`src/rtl/alu_issue_arbiter.sv`:
```
// alu_issue_arbiter: shares one ADD/SUB/MUL ALU between two requesters.
// One operation is in flight at a time. Operands and op are held on the ALU
// inputs for the whole operation latency (1 cycle, or MUL_LATENCY for MUL),
// then the result and zero flag are captured and returned tagged with the
// requester id as a one-cycle response pulse.
// Optional build macro ALU_ISSUE_ARBITER_FIXED_PRIO_EN: requester 0 always wins
// when both are valid (requester 1 can starve). Undefined: round-robin.
module alu_issue_arbiter #(
    parameter int DATA_WIDTH  = 32,
    parameter int MUL_LATENCY = 5
) (
    input  logic                  clk,
    input  logic                  rst,
    input  logic                  req0_valid,
    output logic                  req0_ready,
    input  logic [DATA_WIDTH-1:0] req0_first,
    input  logic [DATA_WIDTH-1:0] req0_second,
    input  logic [1:0]            req0_op,
    input  logic                  req1_valid,
    output logic                  req1_ready,
    input  logic [DATA_WIDTH-1:0] req1_first,
    input  logic [DATA_WIDTH-1:0] req1_second,
    input  logic [1:0]            req1_op,
    output logic [DATA_WIDTH-1:0] alu_input_first,
    output logic [DATA_WIDTH-1:0] alu_input_second,
    output logic [1:0]            alu_op,
    input  logic [DATA_WIDTH-1:0] alu_result,
    input  logic                  alu_zero,
    output logic                  resp_valid,
    output logic                  resp_id,
    output logic [DATA_WIDTH-1:0] resp_result,
    output logic                  resp_zero
);

    localparam int         CNT_W  = $clog2(MUL_LATENCY + 1);
    localparam logic [1:0] OP_MUL = 2'b10;

    typedef enum logic {
        IDLE = 1'b0,
        BUSY = 1'b1
    } state_e;

    state_e                state_q, state_d;
    logic [CNT_W-1:0]      count_q, count_d;
    logic                  last_grant_q, last_grant_d;
    logic                  id_q, id_d;
    logic [DATA_WIDTH-1:0] alu_first_q, alu_first_d;
    logic [DATA_WIDTH-1:0] alu_second_q, alu_second_d;
    logic [1:0]            alu_op_q, alu_op_d;
    logic                  resp_valid_q, resp_valid_d;
    logic                  resp_id_q, resp_id_d;
    logic [DATA_WIDTH-1:0] resp_result_q, resp_result_d;
    logic                  resp_zero_q, resp_zero_d;

    logic                  can_grant;
    logic                  grant0;
    logic                  grant1;
    logic [1:0]            sel_op;

    // Arbitration: grants only in IDLE and never while reset is applied.
    always_comb begin
        can_grant = (state_q == IDLE) && !rst;
`ifdef ALU_ISSUE_ARBITER_FIXED_PRIO_EN
        grant0 = can_grant && req0_valid;
`else
        // With both valid, the requester that did not win last time goes next.
        grant0 = can_grant && req0_valid && (!req1_valid || last_grant_q);
`endif
        grant1 = can_grant && req1_valid && !grant0;
        sel_op = grant1 ? req1_op : req0_op;
    end

    // Next-state and datapath-capture logic for the IDLE/BUSY controller.
    always_comb begin
        // NOTE: every variable gets a default first so no path leaves it unassigned (no latch).
        state_d       = state_q;
        count_d       = count_q;
        last_grant_d  = last_grant_q;
        id_d          = id_q;
        alu_first_d   = alu_first_q;
        alu_second_d  = alu_second_q;
        alu_op_d      = alu_op_q;
        resp_valid_d  = 1'b0;
        resp_id_d     = resp_id_q;
        resp_result_d = resp_result_q;
        resp_zero_d   = resp_zero_q;

        case (state_q)
            IDLE: begin
                if (grant0 || grant1) begin
                    id_d         = grant1;
                    last_grant_d = grant1;
                    alu_first_d  = grant1 ? req1_first : req0_first;
                    alu_second_d = grant1 ? req1_second : req0_second;
                    alu_op_d     = sel_op;
                    count_d      = (sel_op == OP_MUL) ? CNT_W'(MUL_LATENCY) : CNT_W'(1);
                    state_d      = BUSY;
                end
            end
            BUSY: begin
                count_d = count_q - CNT_W'(1);
                // Last cycle of the operation: the ALU output is now valid.
                if (count_q == CNT_W'(1)) begin
                    resp_valid_d  = 1'b1;
                    resp_id_d     = id_q;
                    resp_result_d = alu_result;
                    resp_zero_d   = alu_zero;
                    state_d       = IDLE;
                end
            end
            default: state_d = IDLE;
        endcase
    end

    // State registers; reset drops any in-flight operation and restores req0 priority.
    always_ff @(posedge clk or posedge rst) begin
        if (rst) begin
            state_q       <= IDLE;
            count_q       <= '0;
            last_grant_q  <= 1'b1;
            id_q          <= 1'b0;
            alu_first_q   <= '0;
            alu_second_q  <= '0;
            alu_op_q      <= 2'b00;
            resp_valid_q  <= 1'b0;
            resp_id_q     <= 1'b0;
            resp_result_q <= '0;
            resp_zero_q   <= 1'b0;
        end else begin
            // NOTE: non-blocking so every register samples pre-edge values.
            state_q       <= state_d;
            count_q       <= count_d;
            last_grant_q  <= last_grant_d;
            id_q          <= id_d;
            alu_first_q   <= alu_first_d;
            alu_second_q  <= alu_second_d;
            alu_op_q      <= alu_op_d;
            resp_valid_q  <= resp_valid_d;
            resp_id_q     <= resp_id_d;
            resp_result_q <= resp_result_d;
            resp_zero_q   <= resp_zero_d;
        end
    end

    assign req0_ready       = grant0;
    assign req1_ready       = grant1;
    assign alu_input_first  = alu_first_q;
    assign alu_input_second = alu_second_q;
    assign alu_op           = alu_op_q;
    assign resp_valid       = resp_valid_q;
    assign resp_id          = resp_id_q;
    assign resp_result      = resp_result_q;
    assign resp_zero        = resp_zero_q;

endmodule

```
`config.mk`:
```
export PLATFORM = sky130hd
export DESIGN_NAME = alu_issue_arbiter
export DESIGN_NICKNAME = d
export VERILOG_FILES = /design/src/rtl/alu_issue_arbiter.sv
export SDC_FILE = /design/constraint.sdc
export NUM_CORES = 1
export LEC_CHECK = 0
export CAP_MARGIN = 30
export CORE_ASPECT_RATIO = 0.6
export CORE_MARGIN = 2
export CORE_UTILIZATION = 38
export CTS_CLUSTER_DIAMETER = 50
export DETAILED_ROUTE_END_ITERATION = 8
export PLACE_DENSITY = 0.88
export RECOVER_POWER = 100
export SLEW_MARGIN = 40
export SYNTH_ARGS = -nofsm -noshare
export SYNTH_HDL_FRONTEND = slang
export SYNTH_SLANG_ARGS = --single-unit
export TNS_END_PERCENT = 5
```
`constraint.sdc`:
```
create_clock -name clk -period 5.3 [get_ports clk]
set_input_delay 1.06 -clock clk [delete_from_list [all_inputs] [get_ports clk]]
set_output_delay 1.06 -clock clk [all_outputs]
set_load 0.01 [all_outputs]
```
# After elaboration in Yosys (flattened, before gate mapping)
# Index checks and enable logic that the tools add are counted.
dict set report classes {
  reduce_logical 12
  n_addsub 1
  n_eq_ne 3
  bitwise 1
  mux 11
}
# op n
set op_table {}
lappend op_table {{two-way mux 32 bit} 2}
lappend op_table {{two-way mux 3 bit} 2}
lappend op_table {{case mux 3 bit (2 select lines)} 1}
lappend op_table {{logical AND 1 bit} 5}
lappend op_table {{two-way mux 1 bit} 4}
lappend op_table {{AND reduction 2 bit} 2}
lappend op_table {{equality test 3 x 1 -> 1 bit, second input constant} 1}
lappend op_table {{logical NOT 1 bit} 3}
lappend op_table {{subtractor 3 x 1 -> 3 bit, second input constant} 1}
lappend op_table {{equality test 2 bit, second input constant} 1}
lappend op_table {{logical OR 1 bit} 2}
lappend op_table {{two-way mux 2 bit} 1}
lappend op_table {{!= test 2 x 1 -> 1 bit, second input constant} 1}
lappend op_table {{case mux 1 bit (2 select lines)} 1}
lappend op_table {{inverter 1 bit} 1}
dict set report word_totals {
  word_cells 39
  in_bits 169
  register_bits 107
}

# Longest topological paths before layout
# Gate-level depths: netlist of run 1.
dict set report logic_depth {
  depth_word 11
  depth_mapped 6
}

# Worst setup path before layout of run 1
# Ideal clock, no wire load.
dict set report synth_timing {
  path_type {input to output}
  start {input port rst}
  end {output port req1_ready}
  cell_stages 3
  required_time_ns 4.240
  path_buffers 1
  arrival_time_ns 1.702
  setup_slack_ns 2.538
  path_cell_list {buf_2 -> nor3b_4 -> and2_1}
}
dict set report synth_between {
  elab_chain_cells 6
  elab_cells_between_ends 7
  cone_classes {7 x reduce/logical}
}
# element line
set synth_lines {}
lappend synth_lines {{start: declaration} 13} ;# input logic rst,
lappend synth_lines {{logical NOT 1 bit (no source line) *} n/a}
lappend synth_lines {{logical AND 1 bit *} 62} ;# can_grant = (state_q == IDLE) && !rst;
lappend synth_lines {{logical AND 1 bit (2 in a row)} 67} ;# grant0 = can_grant && req0_valid && (!req1_valid || last_grant_q);
lappend synth_lines {{logical NOT 1 bit} 69} ;# grant1 = can_grant && req1_valid && !grant0;
lappend synth_lines {{logical AND 1 bit *} 69}
lappend synth_lines {{end: declaration} 20} ;# output logic req1_ready,
# Every way passes the cells marked *; elsewhere a longest branch is shown, timed or not.

# Worst setup path after layout of run 1
dict set report layout_timing {
  start {input port rst}
  end {output port req0_ready}
}
dict set report layout_between {
  elab_chain_cells 4
}
# element line
set layout_lines {}
lappend layout_lines {{logical NOT 1 bit (no source line)} n/a}
lappend layout_lines {{logical AND 1 bit} 62}
lappend layout_lines {{logical AND 1 bit (2 in a row)} 67}
lappend layout_lines {{end: declaration} 15} ;# output logic req0_ready,
# No other way between the ends.

==> results.tsv, run 1 <==
metric	value	unit
tightestPinTransition	2.60	ns
stdcell_area	7750	sq um
required	4.24	ns
drive_above_1_share	18.6	%
violations	capacitance limit, slew limit	
start_util	39.1	%
pin_count	272	
area_growth	64.6	%
finalHoldViolations	0	
synthMostInstantiatedCell	dfrtp_1	
die_y	90.3	microns
grt_pass1_vias	4298	
use_met2	38.4	%
rsz0062_at_grt	no	
ctsRootBufferMaster	clkbuf_16	
drc_errors	0	
gp_congestion	0.831	
peakVddDrop	0.000213	V
path_max_fanout	9	
yosys-top-cells-count	dfrtp_1, nand3b_1, o221a_2, mux2_2, buf_2	
nets	773	
cts_made_buffers	9	
clock-sinks	107	
skew	0.00559	ns
netlist_area	4710	sq um
rows	31	
grt_overflow	0	
async_reset_ff_share	100	%
status	complete, but fails checks	
met3_usage	6.72	%
p_leak	2.94	nW
syn_area_per_cell	13.6	sq um
path_class	in -> out	
clk_pin_slew_worst_paths	0.07	ns
dieArea	13300	sq um
ctsHoldBuffers	0	
yosysUniqueCellTypes	33	
postCtsSetupBuffers	0	
synth.top_cell.area_share	56.3	%
grt.total_usage	22.6	%
grt_max_degree	70	
place_area	7530	sq um
first_pass_iters	4	
antenna_cells	0	
cts_tree	yes	
fmax	245	MHz
drt-initial-drc-count	180	
cts_buffer_depth	2	
ys_seq_area_share	56.9	%
ys.warnings.count	0	
syn_inst	347	
slew_viol_final	106	
via_count	4098	
ys_seq_elements	107	
antenna_found_initial	0	
cap_violations	2	
synthFlopType	dfrtp_1	
hpwl	10.8	mm
setup_viol	0	
insertion_delay	0.33	ns
postSynthNetCount	518	
synth_area_leaders	dfrtp_1, o221a_2, nand3b_1	
cts_resized	0	
worstHoldPathType	reg -> reg	
cp.arrival	3.02	ns
grt_pass1_wl	23.7	mm
synth_top_area_cell	dfrtp_1	
routed_wl	14.9	mm
core_area	12100	sq um
synth_edf_count	0	
relSlewSlack	-73.6	%
start_kind	input port	
cts_max_level	3	
drtAntennaViolNets	0	
grt_use_met1	28.1	%
die-width	148	microns
io_buffers	271	
timing.setup.tns	0	ns
busiest_layer	met2	
post-route-period-util	77.0	%
critPathCaptureType	primary output	
period_needed	4.08	ns
vias_per_cell	5.31	
power_per_cell_area	504	nW/um^2
detail_route.wl_per_cell	19.4	microns
-- layout by cell type, fill, tap and decap left out, types with 4 or more instances in the layout --
| cell type | count |
|---|---|
| clkbuf_16 | 9 |
| clkdlybuf4s50_1 | 168 |
| dfrtp_1 | 106 |
| dlygate4sd3_1 | 103 |
| inv_1 | 11 |
| mux2_2 | 33 |
| nand3b_1 | 62 |
| nor2_1 | 6 |
| o211ai_1 | 5 |
| o221a_1 | 4 |
| o221a_2 | 57 |
-- routing by layer --
| layer | vias up | wire [microns] |
|---|---|---|
| met3 | 18 | 1170 |
| met1 | 2043 | 6140 |
| met5 | - | 0 |
| li1 | 1858 | - |
| met2 | 179 | 7380 |
| met4 | 0 | 260 |
-- metrics by stage --
| stage | util (%) | std cells | hold slack (ns) | setup WS (ns) | power [W] |
|---|---|---|---|---|---|
| 3_5_place_dp | 62.5 | 756 | 0.490 | 1.44 | 0.00349 |
| 3_3_place_gp | 62.4 | 756 | 0.476 | 1.46 | 0.00341 |
| 5_1_grt | 64.3 | 772 | 0.518 | 0.819 | 0.00414 |
| 6_report | 64.3 | 772 | 0.493 | 1.22 | 0.00391 |
| 4_1_cts | 64.7 | 772 | 0.499 | 1.42 | 0.00413 |
| 2_1_floorplan | - | 347 | 0.458 | 1.23 | 0.00239 |
-- worst max-delay path: stages --
cell	delay, ns
dlygate4sd3_1	0.62
nor2_1	0.45
nand3_2	0.19
inv_2	0.14
clkdlybuf4s50_1	0.56
-- worst paths after layout --
| path | start | endpoint | slack [ns] | cells past startpoint |
|---|---|---|---|---|
| worst max-delay path | rst | req0_ready | 1.22 | 5 |
| worst min-delay path | count_q[0] | count_q[0] | 0.49 | 1 |
| worst max register to register | state_q | alu_input_first[29] | 2.38 | 3 |
| worst min register to register | count_q[0] | count_q[0] | 0.49 | 1 |
| max in group asynchronous | rst | resp_result[16] | 1.45 | 3 |
| min in group asynchronous | rst | state_q | 2.21 | 2 |
-- power by group --
group	internal, W	switching (W)	leakage [nW]	total [W]
Clock	0.000321	0.000300	0.126	0.000621
Sequential	0.00123	0.000220	1.21	0.00145
Combinational	0.00109	0.000752	1.60	0.00184
-- flip-flops by register name, summed over array words and instances, names as in the netlist --
| signal | count |
|---|---|
| alu_input_second | 32 |
| state_q | 1 |
| alu_op | 2 |
| id_q | 1 |
| resp_zero | 1 |
| resp_valid | 1 |
| resp_result | 32 |
| alu_input_first | 32 |
| last_grant_q | 1 |
| count_q | 3 |
| resp_id | 1 |
-- final cells by class --
cell class                 count  area [sq um]
clock inverter                 5          37.5
multi-input combinational    196          1810
fill                         905          4310
clock buffer                  11           233
tap                          165           206
timing repair buffer         276          2750
inverter                      12          45.0
sequential                   107          2680
-- kinds of logic (layout without fill, tap and decap cells) --
group	Yosys count	after routing	share of synthesized area [%]
buffers and inverters	44	304	4.12
AO/OA/AOI/OAI	79	79	17.6
XOR/XNOR	1	1	0.186
multiplexers	34	34	8.13
adder cells (fa/ha/maj)	2	2	0.531
AND/OR/NAND/NOR	80	80	12.6
flip-flops	107	107	56.9
(Power assumes the default switching activity.)
==> inputs of run 2 (changes only) <==
CORE_UTILIZATION = 35   (was 38)
PLACE_DENSITY = 0.86   (was 0.88)
clock period = 3.6 ns   (was 5.3 ns; I/O delays follow)
==> run 2 against run 1 <==
- the run still ends with capacitance limit, slew limit left
- highest routed layer unchanged
- register-to-register slack worse by 1.4 ns
- sequential cell count unchanged
- sequential share of layout area down 0.17 points
- non-clock buffer count up 1
- critical path depth down 1
- critical endpoint is now req1_ready
- count of clock-buffer cells in the layout unchanged
- via count down 0.15%
==> results.tsv, run 2 (synthesis gave the netlist of run 1 again) <==
metric	value	unit
start_kind	input port	
cts_tree	yes	
worstHoldPathCells	1	
drive_above_1_share	19.6	%
gp_congestion	0.815	
period_needed	3.30	ns
ctsRootBufferMaster	clkbuf_16	
dieArea	14400	sq um
cts_resized	0	
drt-initial-drc-count	246	
rsz0062_at_grt	no	
via_count	4092	
setup_slack	0.296	ns
grt_max_degree	69	
tightestPinTransition	1.72	ns
violations	capacitance limit, slew limit	
cap_violations	3	
grt_pass1_wl	22.8	mm
required	2.88	ns
antenna_cells	0	
peakVddDrop	0.000343	V
postCtsSetupBuffers	0	
post-route-period-util	91.8	%
hpwl	10.8	mm
drtAntennaViolNets	0	
area_growth	65.3	%
ff2ff_path_depth	4	
fin_cells	778	
insertion_delay	0.34	ns
hold_slack	0.501	ns
detail_route.wl_per_cell	19.3	microns
rows	32	
die-width	154	microns
timing.setup.tns	0	ns
status	complete, but fails checks	
pin_count	272	
ctsHoldBuffers	0	
drc_errors	0	
clk_pin_slew_worst_paths	0.07	ns
critPathCaptureType	primary output	
skew	0.00839	ns
nFillCells	1017	
total_power	0.00580	W
first_pass_iters	5	
vias_per_cell	5.26	
post-place-ws	0.414	ns
final_cell_mix	clkdlybuf4s50_1, dfrtp_1, dlygate4sd3_1, nand3b_1, o221a_2	
relSlewSlack	-14.9	%
cp.arrival	2.58	ns
setup_viol	0	
finalHoldViolations	0	
grt.total_usage	20.3	%
power_per_cell_area	745	nW/um^2
antenna_found_initial	0	
p_leak	2.96	nW
cts_made_buffers	9	
start_util	36.3	%
die_y	93.9	microns
grt_overflow	0	
cts_buffer_depth	2	
core_area	13000	sq um
regToRegSetupSlack	1.00	ns
cts_max_level	3	
fmax	303	MHz
slew_viol_final	169	
routed_wl	15.0	mm
grt_pass1_vias	4203	
dp.cells	762	
worstHoldPathType	reg -> reg	
path_max_fanout	6	
nets	774	
clock-sinks	107	
final_common_cell	clkdlybuf4s50_1	
io_buffers	271	
path_class	in -> out	
run 2: worst max-delay path, cell delays in order:
cell	delay [ns]
dlygate4sd3_1	0.67
nor3b_1	0.29
and2_0	0.28
clkdlybuf4s50_1	0.62
run 2: path summary, 6_finish.rpt:
path	end	start
max	req1_ready	rst
min	resp_result[14]	resp_result[14]
max reg2reg	resp_result[20]	count_q[1]
min reg2reg	resp_result[14]	resp_result[14]
max in group asynchronous	alu_input_second[15]	rst
min in group asynchronous	count_q[2]	rst
run 2: layout make-up:
type	count	area, sq um	area share, %
repair buffers	277	2750	35.3
flip-flops and latches	107	2680	34.4
multi-input cells	196	1830	23.4
clock buffers	11	243	3.12
well taps	170	213	2.73
inverters	12	46.3	0.594
clock inverters	5	36.3	0.466
run 2: through the flow:
stage	instance area [sq um]	utilization, %
floorplan	4720	-
global placement	7550	58.2
detailed placement	7560	58.3
CTS	7840	60.4
global route	7790	60.1
finish	7790	60.1
run 2: power breakdown:
part           leakage (nW)  total [W]  internal [W]  switching, W
Sequential             1.21    0.00214       0.00181      0.000330
Combinational          1.61    0.00273       0.00161       0.00112
Clock                 0.140   0.000934      0.000492      0.000442
run 2: per-layer routing:
layer	global-route usage [%]	vias to the layer above	wire, microns
li1	-	1867	-
met1	26.4	2053	6530
met2	34.4	156	7270
met3	5.12	16	1020
met4	4.51	0	152
met5	0	-	0
